**src/rtl/game_over.sv**
```systemverilog
// Score latch with a two-state RUN/OVER game FSM and a high-score register.
// latch_out follows the live score while running, freezes on game over,
// and high_score keeps the largest final score seen since reset.
module game_over (
  input  logic        clk,
  input  logic        reset,
  input  logic [1:0]  select,
  input  logic [31:0] binary_in,
  output logic [31:0] latch_out,
  output logic        over,
  output logic [31:0] high_score,
  output logic        new_record
);

  typedef enum logic [1:0] {
    SEL_RUN       = 2'b00,
    SEL_CAPTURE   = 2'b01,
    SEL_GAME_OVER = 2'b10,
    SEL_RESTART   = 2'b11
  } select_e;

  typedef enum logic {
    ST_RUN  = 1'b0,
    ST_OVER = 1'b1
  } state_e;

  state_e      state, state_next;
  logic [31:0] latch_next;
  logic [31:0] high_next;
  logic        record_next;
  logic        end_game;
  logic [31:0] final_score;
  select_e     cmd;

  assign cmd = select_e'(select);

  // over is decoded straight from the state register, so it is registered too.
  assign over = (state == ST_OVER);

  // State register and all registered outputs; reset wins over any command.
  always_ff @(posedge clk) begin
    // NOTE: sequential state uses non-blocking assignments so every register
    // samples the pre-edge values computed by the combinational block.
    if (reset) begin
      state      <= ST_RUN;
      latch_out  <= '0;
      high_score <= '0;
      new_record <= 1'b0;
    end else begin
      state      <= state_next;
      latch_out  <= latch_next;
      high_score <= high_next;
      new_record <= record_next;
    end
  end

  // Next-state, next-latch and record detection for the current command.
  always_comb begin
    // NOTE: every signal gets a default first so no path can infer a latch;
    // holding means "next equals current", and the pulse defaults low.
    state_next  = state;
    latch_next  = latch_out;
    high_next   = high_score;
    record_next = 1'b0;
    end_game    = 1'b0;
    final_score = latch_out;

    unique case (state)
      ST_RUN: begin
        unique case (cmd)
          SEL_RUN: begin
            latch_next = binary_in;
          end
          SEL_CAPTURE: begin
            // The captured live score becomes the final score.
            latch_next  = binary_in;
            final_score = binary_in;
            end_game    = 1'b1;
            state_next  = ST_OVER;
          end
          SEL_GAME_OVER: begin
            // Freeze on whatever was last latched.
            final_score = latch_out;
            end_game    = 1'b1;
            state_next  = ST_OVER;
          end
          SEL_RESTART: begin
            latch_next = '0;
          end
          default: ;
        endcase
      end
      ST_OVER: begin
        // Only restart leaves OVER; all other commands hold everything.
        if (cmd == SEL_RESTART) begin
          latch_next = '0;
          state_next = ST_RUN;
        end
      end
      default: ;
    endcase

    // Strictly greater: an equal score is not a new record.
    if (end_game && (final_score > high_score)) begin
      high_next   = final_score;
      record_next = 1'b1;
    end
  end

endmodule

```
**config.mk**
```make
export PLATFORM = sky130hd
export DESIGN_NAME = game_over
export DESIGN_NICKNAME = d
export VERILOG_FILES = /design/src/rtl/game_over.sv
export SDC_FILE = /design/constraint.sdc
export NUM_CORES = 1
export LEC_CHECK = 0
export BUFFER_PORTS_ARGS = -buffer_cell sky130_fd_sc_hd__buf_2
export CAP_MARGIN = 20
export CORE_ASPECT_RATIO = 1.5
export CORE_UTILIZATION = 53
export DETAILED_ROUTE_END_ITERATION = 8
export PLACE_DENSITY = 0.84
export RECOVER_POWER = 25
export SLEW_MARGIN = 0
export SYNTH_ARGS = -nofsm -noshare
export SYNTH_HDL_FRONTEND = slang
export SYNTH_SLANG_ARGS = --single-unit
```
**constraint.sdc**
```tcl
create_clock -name clk -period 3.9 [get_ports clk]
set_clock_uncertainty 0.2 [all_clocks]
set_input_delay 0 -clock clk [delete_from_list [all_inputs] [get_ports clk]]
set_output_delay 0 -clock clk [all_outputs]
set_load 0.03 [all_outputs]
```
==> flow_metrics.py, run 1 <==
metrics = {
    "status": {
        "status": "finished, final reports clean",
    },
    "global_routing": {
        "grt_antenna_before_repair": 0,
        "grt.overflow.total": 0,
        "grt_max_degree": 36,
        "grt_pass1_wl_um": 17900,
        "grt_pass1_vias": 3925,
        "grtUsageTotal_pct": 30.4,
    },
    "synthesis": {
        "synth-edff-count": 0,
        "synth_top_area_cell": "dfxtp_1",
        "yosysTopAreaCellShare_pct": 35.6,
        "ys_seq_area_share_pct": 35.6,
        "synth.area.top_cells": "dfxtp_1, ha_1, mux2_2, o31a_1, o21a_1",
        "netlist_area_sq_um": 3720,
        "ys.flop_type": "dfxtp_1",
        "synth_common_cells": "dfxtp_1, a21oi_1, nand2_1, ha_1, inv_1",
        "async_flop_share_pct": 0,
        "syn_inst": 413,
        "synth_warnings": 0,
        "syn-num-nets": 483,
        "ys_seq_elements": 66,
        "syn_area_per_cell_sq_um": 9.00,
        "synth.most_common_cell": "dfxtp_1",
        "ys_types": 37,
    },
    "route": {
        "drc_errors": 0,
        "vias": 3841,
        "viasPerCell": 6.00,
        "first_iter_violations": 235,
        "postRouteAntennaNets": 0,
        "firstDrtPassIters": 8,
        "wl_per_cell_um": 17.6,
        "drt_wl_total_um": 11300,
    },
    "power_and_ir_drop": {
        "ir_worst_vdd_mv": 0.308,
        "swShare_pct": 41.8,
        "pwr-share-comb_pct": 45.1,
        "finalPower_w": 0.00254,
        "p_int_w": 0.00148,
        "clockPowerShare_pct": 19.8,
        "p_seq_share_pct": 35.1,
        "total_leakage_power_nw": 2.14,
        "power_density_nw_per_um2": 515,
        "p_sw_w": 0.00106,
    },
    "worst_setup_path": {
        "crit_slowest_cell": "dlygate4sd3_1",
        "reg2reg_from": "over$_SDFF_PP0_",
        "worst_r2r_endpoint": "new_record$_SDFF_PP0_",
        "cp_cell_sequence": "dlygate4sd3_1 -> buf_2 -> ha_1 -> nor2b_2 -> buf_4 -> mux2_2 -> ha_1 -> nand4_1 -> nor4_1 -> a211o_1 -> a21oi_2 -> nor2_2 -> buf_12 -> nor2_1",
        "criticalPathCategory": "in2reg",
        "critPathRequiredTime_ns": 3.90,
        "max_stage_delay_ns": 0.55,
        "cp.arrival_ns": 3.70,
        "endpoint_kind": "register",
        "cpMostUsedCell": "ha_1",
        "critPathLaunchType": "input pin",
        "crit_buf_inv": 4,
        "crit_start": "select[0]",
        "reg2reg_depth": 11,
        "cp-endpoint": "new_record$_SDFF_PP0_",
        "timing.reg2reg.setup_slack_ns": 0.34,
        "crit_cells": 14,
        "cp_max_fo": 26,
        "critPathTopFamily": "simple AND/OR/NAND/NOR gates",
    },
    "min_path": {
        "hp-class": "in2reg",
    },
    "finish": {
        "fillers": 510,
        "fin_util_pct": 72.6,
        "layout.nets": 627,
        "ff_latch_area_sq_um": 1320,
        "multiInputGateArea_sq_um": 2120,
        "drive_gt1_share_pct": 23.7,
        "antenna_cells": 0,
        "syn2layout_area_growth_pct": 32.9,
    },
    "floorplan": {
        "pin_count": 102,
        "die_area_sq_um": 7360,
        "die_h_um": 105,
        "initial_core_util_pct": 54.6,
        "row_count": 37,
        "die_w_um": 70.4,
        "placeableCoreArea_sq_um": 6810,
    },
    "flow_run": {
        "cap_violations": 0,
    },
    "sta": {
        "final.min_clock_period_ns": 3.70,
        "fin_crit_sh_pct": 94.8,
        "tightest_slew_ns": 0.760,
        "slew_headroom_pct": 49.3,
        "clock.fmax_mhz": 271,
        "slew_viol_final": 0,
        "grt_setup_unrepaired": "no",
        "timing.setup.tns_ns": 0,
        "finalHoldViolCount": 0,
        "setup_violations": 0,
    },
    "cts": {
        "cts_resized": 0,
        "clk_pin_slew_ns": 0.07,
        "postCtsSetupBuffers": 0,
        "insertion_delay_ns": 0.34,
        "htree_levels": 3,
        "clk_path_buf_depth": 2,
        "cts_tree": "yes",
        "cts.sinks": 66,
        "clock-root-buffer": "clkbuf_8",
        "cts_buffers": 9,
    },
    "placement": {
        "io_buffers": 101,
        "post-dp-hpwl_um": 6940,
        "routabilityCongestion": 0.831,
    },
}
==> final cells by class <==
class | instances | area share, %
multi-input combinational | 283 | 43.0
inverter | 34 | 2.58
sequential | 66 | 26.7
timing repair buffer | 163 | 22.4
clock buffer | 13 | 3.01
clock inverter | 3 | 0.304
tap | 78 | 1.98
==> per-stage QoR <==
| step | instances | hold WS, ns | setup WS (ns) | area (sq um) |
|---|---|---|---|---|
| floorplan | 413 | -0.0481 | 0.390 | 3720 |
| global placement | 572 | 0.0660 | 0.514 | 4260 |
| detailed placement | 572 | 0.0722 | 0.419 | 4260 |
| CTS | 638 | 0.0558 | 0.322 | 4930 |
| global route | 640 | 0.0842 | 0.0488 | 4940 |
| finish | 640 | 0.0647 | 0.204 | 4940 |
==> flip-flops by register name, summed over array words and instances, names as in the netlist <==
register / cells
high_score: 32
over: 1
latch_out: 32
new_record: 1
==> worst min path at each step <==
stage,start,end,slack [ns],cells past startpoint
after floorplan,binary_in[0],latch_out[0]$_SDFFE_PP0P_,-0.05,2
after global placement,binary_in[7],latch_out[7]$_SDFFE_PP0P_,0.07,3
after detailed placement,binary_in[23],latch_out[23]$_SDFFE_PP0P_,0.07,3
after CTS,select[1],over$_SDFF_PP0_,0.06,5
after global routing,select[1],over$_SDFF_PP0_,0.08,5
final,select[1],over$_SDFF_PP0_,0.06,5
==> cells in the final DEF (no fill, tap or decap), types with 2 or more instances in the layout <==
master,Yosys,layout
dfxtp_1,66,66
a21o_1,4,4
o21ai_0,2,2
nand4_1,7,7
buf_16,0,2
nand3_1,33,33
nand2_1,36,36
a211oi_1,2,2
mux2_2,31,31
ha_1,34,34
inv_1,34,34
o21a_1,32,32
nor2b_1,3,2
buf_2,3,68
o31a_1,32,32
nor2_1,5,4
nor2_2,1,2
clkbuf_8,0,10
buf_4,4,9
nor3_1,2,2
dlygate4sd3_1,0,50
clkbuf_1,17,36
clkinv_2,0,3
a21oi_1,44,43
a21oi_2,1,2
==> power by group through the flow <==
stage               Clock (W)  Sequential, W  Combinational, W
finish               0.000503       0.000892           0.00115
global route         0.000534       0.000902           0.00124
CTS                  0.000506       0.000887           0.00113
detailed placement          0       0.000902           0.00109
global placement            0       0.000898           0.00106
floorplan                   0        0.00111          0.000580
==> logic make-up (layout without fill, tap and decap cells) <==
family,count (synthesis),in the layout,synth area share (%)
fa+ha+maj,34,34,11.4
flops,66,66,35.6
simple gates,91,91,12.0
buf+inv,64,213,7.58
mux,32,32,9.66
compound gates,126,126,23.8
==> layer usage <==
layer | up-vias | routed length [um] | GRT usage, % | part of all wire [%]
met3 | 58 | 716 | 5.50 | 6.3
met5 | - | 0 | 0 | 0
met2 | 187 | 5760 | 54.4 | 51
met4 | 0 | 595 | 19.4 | 5.3
met1 | 1809 | 4220 | 31.7 | 37
li1 | 1787 | - | - | -
==> tightest hold or removal path: stages <==
cell	delay [ns]
buf_2	0.14
inv_1	0.06
ha_1	0.16
nor2b_1	0.15
a211oi_1	0.05
==> what timing repair did <==
action                                 4_1_cts  5_1_grt
endpoints found under the hold margin       66        0
hold buffers                                50        0
setup endpoints to repair                    0        0
Note: power is estimated with default switching activity, not from simulation.
==> run 2, diff against run 1 <==
Settings changed: CORE_MARGIN set to 8, CTS_CLUSTER_SIZE set to 14.
==> run 2 against run 1 <==
Net effect:
- count of clock-buffer cells in the layout up 2
- utilization about the same
- design area increased by 0.71%
- hold slack gained 0.0087 ns
- setup slack gained 0.076 ns
==> flow_metrics.py, run 2 (same netlist as run 1, synthesis figures left out) <==
metrics = {
    "floorplan": {
        "initial_core_util_pct": 54.2,
        "die_w_um": 84.4,
        "die_h_um": 119,
        "die_area_sq_um": 10000,
        "pin_count": 102,
        "placeableCoreArea_sq_um": 6850,
        "row_count": 37,
    },
    "finish": {
        "fillers": 503,
        "final_common_cell": "buf_2",
        "top_regs": "high_score x32, latch_out x32",
        "ff_latch_area_sq_um": 1320,
        "final_area_sq_um": 4970,
        "syn2layout_area_growth_pct": 33.9,
        "antenna_cells": 0,
        "drive_gt1_share_pct": 23.9,
        "multiInputGateArea_sq_um": 2120,
        "fin_util_pct": 72.6,
        "layout_common_cells": "buf_2, dfxtp_1, dlygate4sd3_1, a21oi_1, nand2_1",
        "layout.nets": 630,
    },
    "worst_setup_path": {
        "cp_cell_sequence": "dlygate4sd3_1 -> buf_2 -> ha_1 -> nor2b_2 -> buf_4 -> mux2_2 -> ha_1 -> nand4_1 -> nor4_1 -> a211o_1 -> a21oi_2 -> nor2_2 -> buf_4 -> o21a_1",
        "reg2reg_from": "over$_SDFF_PP0_",
        "cp_max_fo": 18,
        "endpoint_kind": "register",
        "critPathTopFamily": "buffers and inverters",
        "max_stage_delay_ns": 0.56,
        "crit_start": "select[0]",
        "cp.arrival_ns": 3.72,
        "critPathRequiredTime_ns": 4.00,
        "critPathLaunchType": "input pin",
        "crit_buf_inv": 4,
        "crit_slowest_cell": "dlygate4sd3_1",
        "criticalPathCategory": "in2reg",
    },
    "route": {
        "firstDrtPassIters": 5,
        "first_iter_violations": 195,
        "drc_errors": 0,
        "drt_wl_total_um": 11800,
        "viasPerCell": 5.95,
        "wl_per_cell_um": 18.3,
        "postRouteAntennaNets": 0,
        "vias": 3827,
    },
    "cts": {
        "clk_pin_slew_ns": 0.07,
        "clock-root-buffer": "clkbuf_8",
        "insertion_delay_ns": 0.36,
        "htree_levels": 3,
        "postCtsSetupBuffers": 0,
        "clk_path_buf_depth": 2,
        "cts.sinks": 66,
        "cts_tree": "yes",
        "cts_buffers": 9,
    },
    "sta": {
        "setup_violations": 0,
        "clock.fmax_mhz": 276,
        "slew_headroom_pct": 31.7,
        "slew_viol_final": 0,
        "finalHoldViolCount": 0,
        "setup_ws_ns": 0.280,
        "grt_setup_unrepaired": "no",
        "fin_crit_sh_pct": 92.8,
        "tightest_slew_ns": 1.02,
        "final.min_clock_period_ns": 3.62,
        "timing.setup.tns_ns": 0,
    },
    "global_routing": {
        "grt_max_degree": 36,
        "grt_pass1_wl_um": 19200,
        "grt_pass1_vias": 3993,
        "grt_antenna_before_repair": 0,
        "grt.overflow.total": 0,
        "grtUsageTotal_pct": 23.7,
    },
    "power_and_ir_drop": {
        "power_density_nw_per_um2": 526,
        "ir_worst_vdd_mv": 0.290,
        "total_leakage_power_nw": 2.16,
    },
    "status": {
        "status": "finished, final reports clean",
    },
    "placement": {
        "placed_cell_area_sq_um": 4260,
        "post-dp-hpwl_um": 7520,
        "io_buffers": 101,
        "pre_cts_ws_ns": 0.418,
        "routabilityCongestion": 0.786,
    },
    "min_path": {
        "min_from": "select[1]",
        "hp-class": "in2reg",
    },
    "flow_run": {
        "cap_violations": 0,
    },
}
run 2: cell count changes in the layout (fill, tap and decap cells not counted):
cell	delta
clkbuf_1	-2
buf_12	-1
clkbuf_8	+4
dlygate4sd3_1	+3
clkinv_2	-2
buf_4	+2
buf_16	-1
run 2: metal layers:
layer | GRT usage, % | routed length (um) | up-vias
li1 | - | - | 1786
met5 | 0 | 0 | -
met3 | 6.38 | 760 | 39
met1 | 23.7 | 4400 | 1853
met4 | 12.5 | 429 | 0
met2 | 43.2 | 6200 | 149
run 2: where the power goes:
| group | internal, W | switching (W) |
|---|---|---|
| clock network | 0.000317 | 0.000263 |
| registers | 0.000791 | 0.0000980 |
| logic | 0.000444 | 0.000703 |
| total | 0.00155 | 0.00106 |
run 2: path summary, 6_finish.rpt:
kind / to / slack (ns) / depth (start not counted)
min: over$_SDFF_PP0_ / 0.07 / 5
max reg2reg: high_score[17]$_SDFFE_PP0P_ / 0.38 / 11
min reg2reg: latch_out[1]$_SDFFE_PP0P_ / 0.27 / 2
max: high_score[17]$_SDFFE_PP0P_ / 0.28 / 14
run 2: area by class of cell:
cell class                 count  area share (%)
tap                           78            1.96
timing repair buffer         166            22.2
multi-input combinational    283            42.7
clock buffer                  15            3.95
inverter                      34            2.57
clock inverter                 1           0.101
sequential                    66            26.6
run 2: timing repair:
item / in CTS / in global routing
resized for setup: 0 / 0
hold endpoints to repair: 66 / 0
hold buffers: 53 / 0
run 2: stage by stage:
step | cells | hold slack (ns) | power, W
5_1_grt | 643 | 0.144 | 0.00276
3_3_place_gp | 573 | 0.0649 | 0.00196
2_1_floorplan | 413 | -0.0481 | 0.00169
3_5_place_dp | 573 | 0.0713 | 0.00199
6_report | 643 | 0.0734 | 0.00262
4_1_cts | 642 | 0.0498 | 0.00262
run 2: worst register-to-register path: cells and delay by family, from the launching register on:
| family | cells | cell delay, ns |
|---|---|---|
| AO/OA/AOI/OAI | 3 | 0.39 |
| adder cells (fa/ha/maj) | 1 | 0.31 |
| buffers and inverters | 2 | 0.54 |
| flip-flops | 1 | 0.40 |
| multiplexers | 1 | 0.39 |
| AND/OR/NAND/NOR | 4 | 1.24 |
